$ cat config.mk
export PLATFORM = sky130hd
export DESIGN_NAME = reg_wb_arbiter
export DESIGN_NICKNAME = d
export VERILOG_FILES = /design/src/rtl/reg_wb_arbiter.sv
export SDC_FILE = /design/constraint.sdc
export NUM_CORES = 1
export LEC_CHECK = 0
export ABC_AREA = 1
export CAP_MARGIN = 40
export CORE_AREA = 2 2 148 150
export DETAILED_ROUTE_END_ITERATION = 12
export DIE_AREA = 0 0 150 152
export DONT_BUFFER_PORTS = 1
export PLACE_DENSITY = 0.51
export SYNTH_ARGS = -nofsm -noshare
export SYNTH_HDL_FRONTEND = slang
export SYNTH_SLANG_ARGS = --single-unit
$ cat constraint.sdc
create_clock -name clk -period 1.8 [get_ports clk]
set_input_delay 0.36 -clock clk [delete_from_list [all_inputs] [get_ports clk]]
set_output_delay 0.36 -clock clk [all_outputs]
set_load 0.01 [all_outputs]
$ cat src/rtl/reg_wb_arbiter.sv
// Writeback arbiter: merges ALU and load results onto the register file's single
// registered write port and tracks in-flight destination registers for hazard detection.
module reg_wb_arbiter #(
    parameter int DATA_W = 32,
    parameter int ADDR_W = 4
) (
    input  logic                   clk,
    input  logic                   rst,

    input  logic                   alu_valid,
    output logic                   alu_ready,
    input  logic [ADDR_W-1:0]      alu_addr,
    input  logic [DATA_W-1:0]      alu_data,

    input  logic                   mem_valid,
    output logic                   mem_ready,
    input  logic [ADDR_W-1:0]      mem_addr,
    input  logic [DATA_W-1:0]      mem_data,

    input  logic                   pend_set,
    input  logic [ADDR_W-1:0]      pend_addr,
    input  logic [ADDR_W-1:0]      query_addr1,
    input  logic [ADDR_W-1:0]      query_addr2,
    output logic                   hazard1,
    output logic                   hazard2,

    output logic                   write_enable1,
    output logic [ADDR_W-1:0]      write_addr,
    output logic [DATA_W-1:0]      write_data,
    output logic [2**ADDR_W-1:0]   pending
);

    localparam int NREG = 2**ADDR_W;

    typedef enum logic {
        SRC_ALU = 1'b0,
        SRC_MEM = 1'b1
    } src_e;

    // Holding slots
    logic              alu_occ_q,  alu_occ_d;
    logic [ADDR_W-1:0] alu_addr_q, alu_addr_d;
    logic [DATA_W-1:0] alu_data_q, alu_data_d;
    logic              mem_occ_q,  mem_occ_d;
    logic [ADDR_W-1:0] mem_addr_q, mem_addr_d;
    logic [DATA_W-1:0] mem_data_q, mem_data_d;

    // Ordering / fairness state
    logic              alu_older_q, alu_older_d;
    src_e              rr_q,        rr_d;

    // Write port and scoreboard
    logic              we_q,    we_d;
    logic [ADDR_W-1:0] waddr_q, waddr_d;
    logic [DATA_W-1:0] wdata_q, wdata_d;
    logic [NREG-1:0]   pend_q,  pend_d;

    logic both_occ;
    logic grant_alu;
    logic grant_mem;
    logic cap_alu;
    logic cap_mem;

    // NOTE: every signal assigned in an always_comb gets a default at the top of the
    // block; a path that skips the assignment would otherwise infer a latch.
    always_comb begin
        both_occ  = alu_occ_q && mem_occ_q;
        grant_alu = 1'b0;
        grant_mem = 1'b0;
        if (both_occ) begin
            // Same destination: the older result must land first or the register ends stale.
            if (alu_addr_q == mem_addr_q) begin
                grant_alu = alu_older_q;
            end else begin
                grant_alu = (rr_q == SRC_ALU);
            end
            grant_mem = !grant_alu;
        end else begin
            grant_alu = alu_occ_q;
            grant_mem = mem_occ_q;
        end
    end

    // A slot being drained this cycle can be refilled on the same edge.
    assign alu_ready = !alu_occ_q || grant_alu;
    assign mem_ready = !mem_occ_q || grant_mem;
    assign cap_alu   = alu_valid && alu_ready;
    assign cap_mem   = mem_valid && mem_ready;

    always_comb begin
        alu_occ_d  = alu_occ_q;
        alu_addr_d = alu_addr_q;
        alu_data_d = alu_data_q;
        if (cap_alu) begin
            alu_occ_d  = 1'b1;
            alu_addr_d = alu_addr;
            alu_data_d = alu_data;
        end else if (grant_alu) begin
            alu_occ_d  = 1'b0;
        end

        mem_occ_d  = mem_occ_q;
        mem_addr_d = mem_addr_q;
        mem_data_d = mem_data_q;
        if (cap_mem) begin
            mem_occ_d  = 1'b1;
            mem_addr_d = mem_addr;
            mem_data_d = mem_data;
        end else if (grant_mem) begin
            mem_occ_d  = 1'b0;
        end
    end

    always_comb begin
        alu_older_d = alu_older_q;
        if (cap_alu && cap_mem) begin
            alu_older_d = 1'b1;
        end else if (cap_alu && (!mem_occ_q || grant_mem)) begin
            alu_older_d = 1'b1;
        end else if (cap_mem && (!alu_occ_q || grant_alu)) begin
            alu_older_d = 1'b0;
        end

        // After a contended grant the pointer favours the loser next time.
        rr_d = rr_q;
        if (both_occ) begin
            rr_d = grant_alu ? SRC_MEM : SRC_ALU;
        end
    end

    always_comb begin
        we_d    = grant_alu || grant_mem;
        waddr_d = waddr_q;
        wdata_d = wdata_q;
        if (grant_alu) begin
            waddr_d = alu_addr_q;
            wdata_d = alu_data_q;
        end else if (grant_mem) begin
            waddr_d = mem_addr_q;
            wdata_d = mem_data_q;
        end

        // Set is applied after clear so a same-register collision stays pending.
        pend_d = pend_q;
        if (we_q) begin
            pend_d[waddr_q] = 1'b0;
        end
        if (pend_set) begin
            pend_d[pend_addr] = 1'b1;
        end
    end

    // NOTE: state registers use non-blocking assignments so every flop samples the
    // pre-edge values of the others, independent of statement order.
    // NOTE: the scoreboard and slot payloads are flop arrays, not a RAM, and are reset
    // explicitly so decode never sees a spurious hazard or a stale write after reset.
    always_ff @(posedge clk or negedge rst) begin
        if (!rst) begin
            alu_occ_q   <= 1'b0;
            alu_addr_q  <= '0;
            alu_data_q  <= '0;
            mem_occ_q   <= 1'b0;
            mem_addr_q  <= '0;
            mem_data_q  <= '0;
            alu_older_q <= 1'b0;
            rr_q        <= SRC_ALU;
            we_q        <= 1'b0;
            waddr_q     <= '0;
            wdata_q     <= '0;
            pend_q      <= '0;
        end else begin
            alu_occ_q   <= alu_occ_d;
            alu_addr_q  <= alu_addr_d;
            alu_data_q  <= alu_data_d;
            mem_occ_q   <= mem_occ_d;
            mem_addr_q  <= mem_addr_d;
            mem_data_q  <= mem_data_d;
            alu_older_q <= alu_older_d;
            rr_q        <= rr_d;
            we_q        <= we_d;
            waddr_q     <= waddr_d;
            wdata_q     <= wdata_d;
            pend_q      <= pend_d;
        end
    end

    assign write_enable1 = we_q;
    assign write_addr    = waddr_q;
    assign write_data    = wdata_q;
    assign pending       = pend_q;
    assign hazard1       = pend_q[query_addr1];
    assign hazard2       = pend_q[query_addr2];

    a_grant_onehot: assert property (@(posedge clk) disable iff (!rst)
        !(grant_alu && grant_mem));
    a_grant_needs_occ: assert property (@(posedge clk) disable iff (!rst)
        (!grant_alu || alu_occ_q) && (!grant_mem || mem_occ_q));

endmodule
==> results of run 1 <==
[routing by layer]
| layer | track usage (%) | vias to the layer above |
|---|---|---|
| li1 | - | 2506 |
| met1 | 20.28 | 2457 |
| met2 | 26.16 | 145 |
| met3 | 5.315 | 14 |
| met4 | 5.211 | 0 |
| met5 | 0 | - |
[cells in the final DEF (no fill, tap or decap), types with 3 or more instances in the layout]
cell | synthesis | final
buf_12 | 0 | 8
dfrtp_2 | 0 | 11
a21oi_2 | 0 | 4
clkbuf_16 | 0 | 18
o211ai_1 | 8 | 8
nand2_2 | 3 | 6
nor2_1 | 41 | 40
bufinv_16 | 0 | 3
dfrtp_1 | 129 | 118
a21oi_1 | 8 | 4
o21ai_0 | 42 | 36
inv_2 | 0 | 5
o21ai_1 | 1 | 6
nor2_4 | 2 | 3
inv_1 | 64 | 59
clkinv_2 | 0 | 3
nand3_2 | 22 | 23
nand3_1 | 178 | 177
clkinvlp_4 | 0 | 3
clkinv_4 | 0 | 3
buf_4 | 6 | 15
nand2_1 | 220 | 216
[cells in the mapped netlist (all sizes together)]
cell / count
clkbuf: 18
inv: 64
buf: 31
nand3b: 2
o211ai: 8
dfrtp: 129
nand2: 225
nand3: 202
o21ai: 43
a21oi: 8
nor2: 43
[power breakdown]
part / total (mW) / internal (mW) / leakage, nW / switching [mW]
registers: 5.37 / 4.12 / 1.56 / 1.25
logic: 4.60 / 1.83 / 1.74 / 2.77
clock network: 3.52 / 2.18 / 0.283 / 1.34
total: 13.5 / 8.13 / 3.59 / 5.37
[timing repair]
| item | in CTS | in global routing |
|---|---|---|
| pin swaps | 4 | 8 |
| hold endpoints to repair | 129 | 129 |
| gates cloned | 1 | 1 |
| endpoints found under the setup margin | 3 | 61 |
| resized for setup | 7 | 30 |
| buffers inserted | 5 | 1 |
[sequential cells by signal (all words and copies together) (netlist names)]
signal and count:
alu_data_q 32, mem_data_q 32, write_data 32, pending 16, alu_addr_q 4, mem_addr_q 4, write_addr 4, alu_occ_q 1
alu_older_q 1, mem_occ_q 1, rr_q 1, write_enable1 1
[cell families after synthesis]
| kind of cell | after synthesis | share of synthesized area, % |
|---|---|---|
| compound gates | 59 | 5.020 |
| simple gates | 472 | 35.16 |
| buf+inv | 113 | 8.426 |
| flops | 129 | 51.39 |
[worst min path at each step]
stage	start	end	slack (ns)	cells after the start
detailed placement	rst	write_data[19]$_DFFE_PN0P_	0.07	0
global placement	rst	alu_data_q[19]$_DFFE_PN0P_	0.07	0
CTS	rst	alu_data_q[19]$_DFFE_PN0P_	-0.39	0
finish	rst	write_data[19]$_DFFE_PN0P_	-0.37	0
global route	rst	write_data[19]$_DFFE_PN0P_	-0.39	0
floorplan	rst	alu_addr_q[0]$_DFFE_PN0P_	0.06	0
[worst max-delay path: cells and delay by family (launching register included)]
kind / cells / cell delay [ns]
simple gates: 6 / 0.52
flops: 1 / 0.39
buf+inv: 2 / 0.22
[through the flow]
stage / hold WS, ns / power (mW) / instances / instance area [um^2]
finish: -0.3721 / 13.49 / 1064 / 7383
global route: -0.3918 / 14.53 / 1064 / 7383
CTS: -0.3870 / 13.48 / 1062 / 7292
detailed placement: 0.06811 / 9.685 / 1024 / 6604
global placement: 0.06983 / 9.637 / 1024 / 6604
floorplan: 0.06441 / 8.332 / 773 / 6281
[area by class of cell]
cell class	count	area (um^2)
flip-flops and latches	129	3242
multi-input cells	531	2587
fillers	2281	13970
repair buffers	28	367.9
well taps	280	350.3
clock buffers	19	432.9
clock inverters	13	162.7
inverters	64	240.2
==> run metrics, run 1 <==
outcome=finished with violations; failing checks=hold timing, setup timing; Setup-failing EPs final=2; worst slack, placed=0.1992 ns; Post-Syn Instances=approximately 770; DRT iter0 DRCs=251; htree depth=4; Routed WL per cell=between 15 and 20 um; count of pins over their slew limit=0; Period minus WS final=1.919 ns; fin crit share=106.6%; GRT Util Overall=16.14%; sequential fraction of the synthesis area=slightly above 50%; headroom to the max-slew limit=roughly 68%; vias in the first global route=about 5200; vias post-DR=roughly 5100; highest routed layer=met4; Worst Setup EP=alu_ready; Die H=roughly 150 um; fmax=0.5212 GHz; Worst Hold Class=input pin to asynchronous set/reset pin; CP required=~1.4 ns; RR Startpoint=mem_addr_q[2]$_DFFE_PN0N_; Port Buffers=0; Startpoint Class=flop; DR vias/cell=around 4.8; Area contributors post-synth=dfrtp_1, nand3_1, nand2_1; DP Wirelength=11570 um; Syn. warnings=0; Clock Skews=between 0.009 and 0.01 ns; clock latency on the worst-skew pair=around 0.42 ns; CP startpoint=mem_addr_q[2]$_DFFE_PN0N_; cell accounting for the most synthesized area=dfrtp_1; Clock Sinks=between 100 and 150; CTS Buf Count=17; final antenna-violating net count=0; antenna fix cells=0; M1 wire length=about 8000 um; static leakage=approximately 3.6 nW; critical path class=flop to primary output; grt ovf=0; hold slack final=-0.3721 ns; CTS clk-pin slew, worst paths=around 0.06 ns; Max Root-Sink Buffers=2; Worst Setup End Kind=primary output; drt total wl=around 18000 um; RSZ-0062 raised after global routing=yes; crit path DAT=~1.6 ns; first-pass GRT wire length=around 28000 um; post-synth top area share=between 50 and 60%; pin count of the biggest net entering global routing=130; Final Hold Viols=approximately 130; Nets=between 800 and 900; TNS Setup=-0.2234 ns; fraction of layout cells with a size suffix above 1=14.92%; maximum vdd drop=0.8040 mV; CTS tree=done; routability cong.=0.7501; CTS root buf=clkbuf_16; critical path's slowest cell=dfrtp_1; Final WS setup=-0.1187 ns; average size of a mapped cell=a little over 8 um^2; Tightest Pin Transition=between 0.4 and 0.5 ns; metal3 WL=about 1400 um; routed length on met2=between 8000 and 9000 um; most frequent CP cell=nand2_2; antenna violations before repair=0; io pins=between 100 and 150; Worst Path Max Fanout=5; reg-to-reg slack, setup=around 0.12 ns; DR pass1 iterations=4; CP cell instances=inv_1 > nand2_1 > nand2_2 > nor2_4 > nand2_2 > nand2_4 > nand3_4 > buf_8; Post-Syn Area=roughly 6300 um^2; die width=roughly 150 um; Initial Util=between 20 and 30%; count of cell types in the netlist=22; Residual DRC=0; Yosys reg bits=129; Core Rows=54; Layout area overhead=17.55%; Final Core Density=about 35%; worst reg2reg path endpoint=alu_data_q[4]$_DFFE_PN0P_; max cap viols=0; Worst path max stage delay=between 0.3 and 0.4 ns; CORE AREA=21350 um^2; Post-Syn Nets=around 860; PD cells=around 1800 nW/um^2; r2r worst-path depth=11; Die ar.=approximately 23000 um^2
No activity file was read; power rests on OpenSTA's default activity.
==> run 2, diff against run 1 <==
--- a/config.mk
+++ b/config.mk
@@ -8,10 +8,11 @@
 export ABC_AREA = 1
 export CAP_MARGIN = 40
 export CORE_AREA = 2 2 148 150
+export CTS_BUF_LIST = sky130_fd_sc_hd__clkbuf_2 sky130_fd_sc_hd__clkbuf_4 sky130_fd_sc_hd__clkbuf_8
 export DETAILED_ROUTE_END_ITERATION = 12
 export DIE_AREA = 0 0 150 152
 export DONT_BUFFER_PORTS = 1
-export PLACE_DENSITY = 0.51
+export PLACE_DENSITY = 0.53
 export SYNTH_ARGS = -nofsm -noshare
 export SYNTH_HDL_FRONTEND = slang
 export SYNTH_SLANG_ARGS = --single-unit
==> constraint.sdc (replaced) <==
create_clock -name clk -period 1.7 [get_ports clk]
set_input_delay 0.34 -clock clk [delete_from_list [all_inputs] [get_ports clk]]
set_output_delay 0.34 -clock clk [all_outputs]
set_load 0.01 [all_outputs]
==> run metrics, run 2 (same netlist as run 1, synthesis figures left out) <==
CTS clk-pin slew, worst paths=0.08 ns (was 0.06 ns); crit path DAT=1.57 ns (was 1.56 ns); hold slack final=-0.4169 ns (was -0.3721 ns); antenna violations before repair=0 (unchanged); static leakage=3.694 nW (was 3.586 nW); vias post-DR=5283 (was 5122); M1 wire length=8235 um (was 7841 um); PD cells=1791 nW/um^2 (was 1828 nW/um^2); Routed WL per cell=17.45 um (was 16.93 um); CORE AREA=21350 um^2 (unchanged); failing checks=hold timing, setup timing (unchanged); Placed Area=6629 um^2 (was 6604 um^2); Levels on crit path=7 (was 8); Port Buffers=0 (unchanged); Worst path max stage delay=0.41 ns (was 0.39 ns); CP delay by family, top=simple AND/OR/NAND/NOR gates (unchanged); drt total wl=19120 um (was 18010 um); Worst Path Max Fanout=3 (was 5); DP Wirelength=11400 um (was 11570 um); GRT Util Overall=16.41% (was 16.14%); buffers plus inverters on the worst setup path=2 (unchanged); Die H=152 um (unchanged); commonest cells after routing, fill and taps aside=nand2_1, nand3_1, dfrtp_1 (unchanged); Worst Hold Class=input pin to asynchronous set/reset pin (unchanged); Worst Setup End Kind=primary output (unchanged); pin count of the biggest net entering global routing=130 (unchanged); worst reg2reg path endpoint=alu_data_q[14]$_DFFE_PN0P_ (was alu_data_q[4]$_DFFE_PN0P_); Finished Cell Area=7595 um^2 (was 7383 um^2); metal3 WL=1355 um (was 1414 um); Setup-failing EPs final=71 (was 2); most common cell after layout, fill and taps aside=nand2_1 (unchanged); Max Root-Sink Buffers=2 (unchanged); CTS Hold Buffers Added=25; RSZ-0062 raised after global routing=yes (unchanged); Clock Skews=0.01314 ns (was 0.009945 ns); CTS tree=done (unchanged); r2r worst-path depth=11 (unchanged); vias in the first global route=5421 (was 5183); TNS Setup=-3.389 ns (was -0.2234 ns); DR pass1 iterations=5 (was 4); Post-Place Cells=1024 (unchanged); antenna fix cells=0 (unchanged); critical path class=flop to primary output (unchanged); CP cell instances=nand2_1 > nand2_2 > nor2_4 > buf_4 > nand3b_4 > nand3_4 > buf_6 (was inv_1 > nand2_1 > nand2_2 > nor2_4 > nand2_2 > nand2_4 > nand3_4 > buf_8); htree depth=4 (unchanged); Period minus WS final=about 1.9 ns; fmax=0.5238 GHz; routability cong.=0.7690 (was 0.7501); outcome=finished with violations (unchanged); die width=150 um (unchanged); fraction of layout cells with a size suffix above 1=16.18% (was 14.92%); highest routed layer=met4 (unchanged); Final WS setup=-0.2091 ns (was -0.1187 ns); Clock Sinks=129 (unchanged); Layout area overhead=20.92% (was 17.55%); final cell count without fillers=1096 (was 1064); first-pass GRT wire length=29250 um (was 28480 um); critical path's slowest cell=dfrtp_1 (unchanged); Nets=893 (was 860); CP required=1.36 ns (was 1.44 ns); Initial Util=29.42% (unchanged); clock latency on the worst-skew pair=0.45 ns (was 0.42 ns); count of pins over their slew limit=0 (unchanged); DR vias/cell=4.820 (was 4.814); grt ovf=0 (unchanged); io pins=146 (unchanged); fin crit share=112.3%; Final Hold Viols=129 (unchanged); Die ar.=22800 um^2 (unchanged); CTS root buf=clkbuf_8 (was clkbuf_16); CTS Buf Count=17 (unchanged); Tightest Pin Transition=0.3877 ns (was 0.4822 ns); maximum vdd drop=0.7629 mV (was 0.8040 mV); reg-to-reg slack, setup=-0.07 ns (was 0.12 ns); final antenna-violating net count=0 (unchanged); RR Startpoint=mem_addr_q[0]$_DFFE_PN0N_ (was mem_addr_q[2]$_DFFE_PN0N_); Residual DRC=0 (unchanged); DRT iter0 DRCs=231 (was 251); routed length on met2=9347 um (was 8514 um); Startpoint Class=flop (unchanged); headroom to the max-slew limit=74.16% (was 67.85%); Core Rows=54 (unchanged); max cap viols=0 (unchanged)
==> run 2: through the flow <==
step                      util, %  hold slack [ns]  power (mW)  setup slack [ns]
after floorplan                 -          0.04441       8.822            0.1381
after global placement      31.05          0.05010       10.25            0.1356
after detailed placement    31.05          0.04900       10.32            0.1378
after CTS                   34.66          -0.4520       13.30           -0.2405
after global routing        35.57          -0.4524       14.64           -0.3246
final                       35.57          -0.4169       13.60           -0.2091
==> run 2: power breakdown <==
group          leakage, nW  internal, mW  switching [mW]
combinational         1.94          2.25            3.11
sequential            1.56          4.36            1.31
clock                0.190          1.31            1.26
==> run 2: worst reg2reg max path, delay by kind of cell, from the launching register on <==
family	cells	cell delay (ns)
simple gates	8	0.77
buf+inv	3	0.47
flops	1	0.41
==> run 2: final cells by class <==
type                            count  area (um^2)
Fill cell                        2271        13760
Sequential cell                   129         3243
Multi-Input combinational cell    531         2591
Timing Repair Buffer               61        792.0
Tap cell                          280        350.3
Clock buffer                       22        296.5
Inverter                           64        240.2
Clock inverter                      9        81.33
==> run 2: repair_timing <==
action | CTS | global route
resized for setup | 13 | 33
buffers inserted | 9 | 0
pin swaps | 6 | 5
cloned | 1 | 6
setup endpoints to repair | 4 | 105
endpoints found under the hold margin | 153 | 129
==> run 2: worst max path at each step <==
stage                                         start        end  slack [ns]
after floorplan                      query_addr2[0]    hazard2        0.14
after global placement    mem_addr_q[1]$_DFFE_PN0N_  alu_ready        0.14
after detailed placement  mem_addr_q[1]$_DFFE_PN0N_  alu_ready        0.14
after CTS                 alu_addr_q[0]$_DFFE_PN0P_  alu_ready       -0.24
after global routing      alu_addr_q[0]$_DFFE_PN0P_  alu_ready       -0.32
final                     mem_addr_q[0]$_DFFE_PN0N_  mem_ready       -0.21
==> run 2: metal layers <==
metal	vias up	track usage [%]
met1	2542	20.42
li1	2580	-
met3	15	5.676
met5	-	0
met4	0	4.223
met2	146	27.16
